$ cat src/rtl/ifq_pkg.sv
// Shared definitions for the instruction fetch queue and the IF/ID stages around it.
// Holds default widths, the fetch entry layout and exception-bit positions.
package ifq_pkg;

    localparam int IFQ_DEPTH   = 4;
    localparam int IFQ_ADDR_W  = 32;
    localparam int IFQ_INSTR_W = 32;
    localparam int IFQ_EXC_W   = 8;

    // Bit positions inside the if_except vector
    localparam int EXC_ADEL_IF = 0;
    localparam int EXC_TLBL_IF = 1;
    localparam int EXC_SYSCALL = 2;
    localparam int EXC_BREAK   = 3;
    localparam int EXC_RI      = 4;
    localparam int EXC_OV      = 5;
    localparam int EXC_ERET    = 6;
    localparam int EXC_INT     = 7;

    typedef struct packed {
        logic [IFQ_ADDR_W-1:0]  pc;
        logic [IFQ_INSTR_W-1:0] instr;
        logic [IFQ_EXC_W-1:0]   except;
        logic                   delayslot;
    } fetch_entry_t;

endpackage

$ cat src/rtl/ifq_storage.sv
// Entry array for the fetch queue: one synchronous write port, one async read port.
// Contents are deliberately not reset; occupancy logic in the top qualifies them.
import ifq_pkg::*;

module ifq_storage #(
    parameter int DEPTH = IFQ_DEPTH,
    parameter int W     = $bits(fetch_entry_t)
) (
    input  logic                     clk,
    input  logic                     we,
    input  logic [$clog2(DEPTH)-1:0] waddr,
    input  logic [W-1:0]             wdata,
    input  logic [$clog2(DEPTH)-1:0] raddr,
    output logic [W-1:0]             rdata
);

    logic [W-1:0] mem_q [DEPTH];

    always_ff @(posedge clk) begin
        if (we) mem_q[waddr] <= wdata;
    end

    assign rdata = mem_q[raddr];

endmodule

$ cat src/rtl/inst_fetch_queue.sv
// Fetch queue between IF and if2id: buffers fetched instructions so a fetch stall
// and an ID stall no longer freeze each other. Supports full and keep-head flushes.
import ifq_pkg::*;

module inst_fetch_queue #(
    parameter int DEPTH   = IFQ_DEPTH,
    parameter int ADDR_W  = IFQ_ADDR_W,
    parameter int INSTR_W = IFQ_INSTR_W,
    parameter int EXC_W   = IFQ_EXC_W,
    parameter int BYPASS  = 0
) (
    input  logic                     clk,
    input  logic                     rst,
    input  logic                     push_valid,
    output logic                     push_ready,
    input  logic [ADDR_W-1:0]        push_pc,
    input  logic [INSTR_W-1:0]       push_instr,
    input  logic [EXC_W-1:0]         push_except,
    input  logic                     push_delayslot,
    output logic                     pop_valid,
    input  logic                     pop_ready,
    output logic [ADDR_W-1:0]        pop_pc,
    output logic [INSTR_W-1:0]       pop_instr,
    output logic [EXC_W-1:0]         pop_except,
    output logic                     pop_delayslot,
    output logic [ADDR_W-1:0]        pop_pc4,
    input  logic                     flush_all,
    input  logic                     flush_keep_head,
    output logic [$clog2(DEPTH):0]   count,
    output logic                     full,
    output logic                     empty
);

    localparam int PW = $clog2(DEPTH);
    localparam int CW = PW + 1;

    typedef struct packed {
        logic [ADDR_W-1:0]  pc;
        logic [INSTR_W-1:0] instr;
        logic [EXC_W-1:0]   except;
        logic               delayslot;
    } entry_t;

    localparam int EW = $bits(entry_t);

    logic [PW-1:0] rd_ptr_q, rd_ptr_d, wr_ptr_q, wr_ptr_d;
    logic [CW-1:0] count_q, count_d;
    logic [EW-1:0] rd_raw;
    entry_t        push_ent, rd_ent, head_ent;
    logic          q_empty, q_full, byp_path;
    logic          push_fire, pop_fire, byp_fire, pop_adv, we;

    assign push_ent = {push_pc, push_instr, push_except, push_delayslot};
    assign rd_ent   = entry_t'(rd_raw);

    assign q_empty  = (count_q == '0);
    assign q_full   = (count_q == CW'(DEPTH));
    assign byp_path = (BYPASS != 0) && q_empty;

    assign push_ready = !q_full;
    assign pop_valid  = !flush_all && (!q_empty || (byp_path && push_valid));
    assign push_fire  = push_valid && push_ready;
    assign pop_fire   = pop_valid && pop_ready;
    // A bypassed push that is consumed in the same cycle never touches storage
    assign byp_fire   = byp_path && push_fire && pop_fire;
    assign pop_adv    = pop_fire && !byp_fire;

    assign head_ent      = byp_path ? push_ent : rd_ent;
    assign pop_pc        = pop_valid ? head_ent.pc        : '0;
    assign pop_instr     = pop_valid ? head_ent.instr     : '0;
    assign pop_except    = pop_valid ? head_ent.except    : '0;
    assign pop_delayslot = pop_valid ? head_ent.delayslot : 1'b0;
    assign pop_pc4       = pop_valid ? head_ent.pc + ADDR_W'(4) : '0;

    assign count = count_q;
    assign full  = q_full;
    assign empty = q_empty;

    always_comb begin
        rd_ptr_d = rd_ptr_q;
        wr_ptr_d = wr_ptr_q;
        count_d  = count_q;
        we       = 1'b0;
        if (flush_all) begin
            count_d  = '0;
            rd_ptr_d = wr_ptr_q;
        end else if (flush_keep_head) begin
            if (pop_fire) begin
                // The delay slot leaves through ID this cycle, so nothing survives
                count_d  = '0;
                rd_ptr_d = byp_fire ? rd_ptr_q : rd_ptr_q + PW'(1);
                wr_ptr_d = rd_ptr_d;
            end else if (!q_empty) begin
                count_d  = CW'(1);
                wr_ptr_d = rd_ptr_q + PW'(1);
            end else if (push_fire) begin
                we       = 1'b1;
                wr_ptr_d = wr_ptr_q + PW'(1);
                count_d  = CW'(1);
            end
        end else begin
            we = push_fire && !byp_fire;
            if (we)      wr_ptr_d = wr_ptr_q + PW'(1);
            if (pop_adv) rd_ptr_d = rd_ptr_q + PW'(1);
            count_d = count_q + CW'(we) - CW'(pop_adv);
        end
    end

    always_ff @(posedge clk or negedge rst) begin
        if (!rst) begin
            rd_ptr_q <= '0;
            wr_ptr_q <= '0;
            count_q  <= '0;
        end else begin
            rd_ptr_q <= rd_ptr_d;
            wr_ptr_q <= wr_ptr_d;
            count_q  <= count_d;
        end
    end

    ifq_storage #(
        .DEPTH (DEPTH),
        .W     (EW)
    ) u_storage (
        .clk   (clk),
        .we    (we),
        .waddr (wr_ptr_q),
        .wdata (push_ent),
        .raddr (rd_ptr_q),
        .rdata (rd_raw)
    );

endmodule

$ cat config.mk
export PLATFORM = sky130hd
export DESIGN_NAME = inst_fetch_queue
export DESIGN_NICKNAME = d
export VERILOG_FILES = /design/src/rtl/ifq_pkg.sv /design/src/rtl/ifq_storage.sv /design/src/rtl/inst_fetch_queue.sv
export SDC_FILE = /design/constraint.sdc
export NUM_CORES = 1
export LEC_CHECK = 0
export ABC_AREA = 1
export CORE_AREA = 2 2 193 195
export CTS_CLUSTER_SIZE = 30
export DETAILED_ROUTE_END_ITERATION = 10
export DIE_AREA = 0 0 195 197
export HOLD_SLACK_MARGIN = 0.12
export PLACE_DENSITY_LB_ADDON = 0.15
export SYNTH_ARGS = -nofsm -noshare
export SYNTH_HDL_FRONTEND = slang
export SYNTH_HIERARCHICAL = 1
export SYNTH_SLANG_ARGS = --single-unit
$ cat constraint.sdc
create_clock -name clk -period 9.3 [get_ports clk]
set_clock_uncertainty 0.15 [all_clocks]
set_input_delay 1.395 -clock clk [delete_from_list [all_inputs] [get_ports clk]]
set_output_delay 1.395 -clock clk [all_outputs]
set_load 0.005 [all_outputs]
# Word-level counts from Yosys, hierarchy flattened
# Memory sizes are Yosys's and may differ from the RTL's.
# Cells that the tools add are included.
[word_totals]
register_bits = 7
ram_bits = 292
elab_cells = 42
mem_count = 1
[memory_table]
columns = ["memory", "depth", "width", "rd", "rd_ports_with_merged_regs", "wr", "line", "text"]
rows = [
  ["u_storage.mem_q", 4, 73, 1, 0, 1, "ifq_storage.sv:17", "logic [W-1:0] mem_q [DEPTH];"],
]
[op_classes]
addsub = 5
eq_ne = 2
mux = 23
n_reduce_logical = 8
[op_table]
columns = ["op", "n"]
rows = [
  ["2-to-1 mux 32 bit", 3],
  ["adder 32 x 3 -> 32 bit (second input constant)", 1],
  ["2-to-1 mux 3 bit", 5],
  ["2-to-1 mux 2 bit", 6],
  ["2-to-1 mux 1 bit", 8],
  ["2-to-1 mux 8 bit", 1],
  ["!= test 5 x 3 -> 1 bit (second input constant)", 1],
  ["adder 2 x 1 -> 2 bit (second input constant)", 2],
  ["adder 3 x 1 -> 3 bit", 1],
  ["equality test 3 bit (second input constant)", 1],
  ["logical AND 1 bit", 3],
  ["logical NOT 1 bit", 3],
  ["logical NOT 3 bit", 1],
  ["subtractor 3 x 1 -> 3 bit", 1],
  ["nonzero test 2 bit", 1],
]

# Longest topological paths before layout
[depth]
ltp_word = 10
depth_mapped = 15
depth_no_buf = 13

# Hierarchy
# The synthesis kept the hierarchy.
[by_module_without_submodules]
columns = ["module", "n_inst", "cells_each", "area_per_inst_um2", "seq_area_each_um2"]
rows = [
  ["ifq_storage", 1, 1151, 12320.6, 8768.4],
  ["inst_fetch_queue", 1, 438, 2005.7, 175.2],
]

# Least setup slack after synthesis
# No wires, ideal clock.
[synth_path]
path_type = "input-to-reg"
startpoint = "in flush_keep_head"
endpoint = "mem u_storage/mem_q[2][0] (netlist bit) (enable)"
setup_ns = 0.594
arrival_ns = 6.695
t_required_ns = 8.556
path_slack_ns = 1.861
stages = 5
path_cell_list = "nand2_1 -> inv_1 -> nor3_1 -> inv_1 -> nor3_1"
[synth_between]
elab_chain_cells = 4
[synth_rtl]
columns = ["element", "line", "text"]
rows = [
  ["start: declaration", "inst_fetch_queue.sv:28", "input logic flush_keep_head,"],
  ["2-to-1 mux 1 bit", "inst_fetch_queue.sv:87", "end else if (flush_keep_head) begin"],
  ["2-to-1 mux 1 bit", "inst_fetch_queue.sv:84", "if (flush_all) begin"],
  ["via we", "inst_fetch_queue.sv:51", "logic push_fire, pop_fire, byp_fire, pop_adv, we;"],
  ["2-to-1 mux 1 bit", "ifq_storage.sv:20", "if (we) mem_q[waddr] <= wdata;"],
  ["2-to-1 mux 1 bit (not written as such)", "ifq_storage.sv:20", ""],
  ["end: declaration", "ifq_storage.sv:17", ""],
]
# The timed path passes the listed nets, and every way through them passes these cells.

==> impl_metrics.json <==
{
  "diodes": 0,
  "maxCapViolations": 0,
  "first_pass_iters": 6,
  "grt_usage_pct": 17.6,
  "wire_per_inst_microns": 14.8,
  "drtIter0Drc": 518,
  "grt_overflow": 0,
  "fmax_mhz": 168,
  "final_cell_mix": "nand2_1 (476), inv_1 (387), edfxtp_1 (292)",
  "peakVddDrop_mv": 0.150,
  "min-delay-start": "wr_ptr_q[1]$_DFFE_PN0N_",
  "synth_seq_area_share_pct": 62.4,
  "fillers": 3429,
  "grt_pass1_vias": 10012,
  "p_leak_nw": 8.00,
  "vias": 10339,
  "dp_cells": 2200,
  "post_cts_buffers": 0,
  "insertion_delay_ns": 0.52,
  "num_io_pins": 191,
  "mostFrequentLayoutCell": "nand2_1",
  "slowest_delay_ns": 0.97,
  "fin_util_pct": 48.8,
  "rsz0062_at_grt": "false",
  "synth_largest_area_cell": "edfxtp_1",
  "critPathKind": "register to output port",
  "ctsResizeCount": 0,
  "drcViolationCount": 0,
  "die_w_microns": 195,
  "synth_cell_type_count": 22,
  "maxSlewHeadroom_pct": 40.1,
  "finalHoldViolations": 0,
  "cts_made_buffers": 35,
  "syn_avg_cell_area_sq_um": 9.02,
  "setup_viol": 0,
  "dp_hpwl_microns": 20600,
  "ctsHoldBuffers": 0,
  "arrival_ns": 4.39,
  "async_flop_share_pct": 2.34,
  "synth-main-ff-cell": "edfxtp_1",
  "io_buffers": 190,
  "crit_buf_inv": 3,
  "coreArea_sq_um": 36300,
  "synth.area.top_cells": "edfxtp_1 (61%), nand2_1 (12%), inv_1 (10%)",
  "start_util_pct": 39.5,
  "required_ns": 7.76,
  "ys_ff_latch": 299,
  "drt_wl_total_microns": 33500,
  "maxSlewViolCount": 0,
  "outcome": "finished clean",
  "root_buffer": "clkbuf_16",
  "min_period_ns": 5.94,
  "crit_path_start_kind": "register",
  "end_kind": "output port",
  "clkTransAtPathRegs_ns": 0.05,
  "place_congestion": 0.908,
  "drive_above_1_share_pct": 4.86,
  "powerDensity_nw_per_um2": 244,
  "htree_levels": 2,
  "ant_nets": 0,
  "period_share_pct": 63.9,
  "synth_top_area_share_pct": 61.2,
  "layout.cells.non_filler": 2259,
  "power_mw": 4.31,
  "cp-startpoint": "rd_ptr_q[0]$_DFFE_PN0P_",
  "grt_pass1_wl_microns": 53000,
  "clockBufferDepth": 3,
  "holdWs_ns": 0.517,
  "yosys_warnings": 6,
  "worst_pin_slew_ns": 0.898,
  "vias_per_cell": 4.58,
  "crit_path_cell_trace": "inv_4, buf_4, nand2_1, nand3_1, nand2_1, nand2_1, nor2_1, nand2_1, nor2_1, nand2_1, nand2_1, nand2_1, nor2_1, clkdlybuf4s50_1",
  "synth_cells": 1589,
  "antenna_found_initial": 0,
  "syn_nets": 1672,
  "worst_path_max_delay_cell": "dfrtp_4",
  "syn_to_final_growth_pct": 23.5,
  "rows": 70,
  "grt_max_degree": 82,
  "final_nets": 1852,
  "critPathTopFamily": "buffers and inverters",
  "die_height_microns": 197,
  "worstHoldPathType": "register to register",
  "synth-edff-count": 292,
  "die_area_sq_um": 38400,
  "cts_tree": "yes",
  "cpMostUsedCell": "nand2_1",
  "cp_max_fo": 81,
  "tns_ns": 0,
  "syn_area_sq_um": 14300,
  "cts.sinks": 299,
  "worstReg2RegStart": "count[1]$_DFFE_PN0P_"
}
==> synth_stat cells (4+ instances only) <==
cell,number
a21oi_1,5
buf_2,28
buf_4,13
buf_6,12
clkbuf_1,7
dfrtp_1,7
edfxtp_1,292
inv_1,387
inv_2,4
nand2_1,477
nand2_2,4
nand3_1,166
nor2_1,148
nor2_2,7
nor3_1,7
o21ai_0,9
xor2_1,8
==> through the flow <==
stage          cell area [sq um]  setup WS (ns)
2_1_floorplan              14300           1.86
3_3_place_gp               16500           3.79
3_5_place_dp               16500           3.74
4_1_cts                    17700           3.29
5_1_grt                    17700           2.87
6_report                   17700           3.36
==> worst min-delay path, stage by stage, from the launching register on <==
cell     delay, ns
dfrtp_1       0.45
nand2_1       0.12
nand2_1       0.06
==> power breakdown <==
part / switching, mW / internal [mW] / total (mW) / leakage [nW]
clock network: 0.516 / 0.834 / 1.35 / 0.562
registers: 0.0751 / 1.57 / 1.65 / 2.73
logic: 0.828 / 0.481 / 1.31 / 4.70
==> layer usage <==
layer | track usage [%] | vias to the layer above | wire (microns)
met1 | 22.1 | 4832 | 14700
met4 | 4.18 | 0 | 520
met3 | 3.90 | 39 | 1820
li1 | - | 5218 | -
met5 | 0 | - | 0
met2 | 30.9 | 250 | 16500
==> registers in the layout, indices dropped and copies added (netlist names) <==
register         count
rd_ptr_q             2
count                3
wr_ptr_q             2
u_storage/mem_q    292
==> cell type report <==
| cell class | count | area (sq um) | area share [%] |
|---|---|---|---|
| Sequential cell | 299 | 8950 | 50.6 |
| Multi-Input combinational cell | 839 | 3540 | 20.0 |
| Timing Repair Buffer | 203 | 2000 | 11.3 |
| Inverter | 391 | 1470 | 8.31 |
| Clock buffer | 43 | 947 | 5.35 |
| Tap cell | 468 | 586 | 3.31 |
| Clock inverter | 16 | 198 | 1.12 |
==> worst paths after layout <==
| check | slack (ns) | cells past startpoint | endpoint |
|---|---|---|---|
| worst max-delay path | 3.36 | 14 | pop_pc4[30] |
| worst min register to register | 0.52 | 2 | wr_ptr_q[1]$_DFFE_PN0N_ |
| worst min-delay path | 0.52 | 2 | wr_ptr_q[1]$_DFFE_PN0N_ |
| min in group asynchronous | 0.98 | 1 | count[0]$_DFFE_PN0P_ |
| max in group asynchronous | 7.72 | 1 | rd_ptr_q[1]$_DFFE_PN0P_ |
| worst max register to register | 6.23 | 8 | u_storage/mem_q[0][6]$_DFFE_PP_ |
==> kinds of logic (layout without fill, tap and decap cells) <==
| kind of cell | Yosys count | after routing | share of synthesized area (%) |
|---|---|---|---|
| flops | 299 | 299 | 62.4 |
| simple gates | 812 | 812 | 23.1 |
| buf+inv | 451 | 653 | 13.0 |
| xor+xnor | 9 | 9 | 0.550 |
| compound gates | 14 | 14 | 0.489 |
| fa+ha+maj | 4 | 4 | 0.402 |
Note: power is estimated with default switching activity, not from simulation.
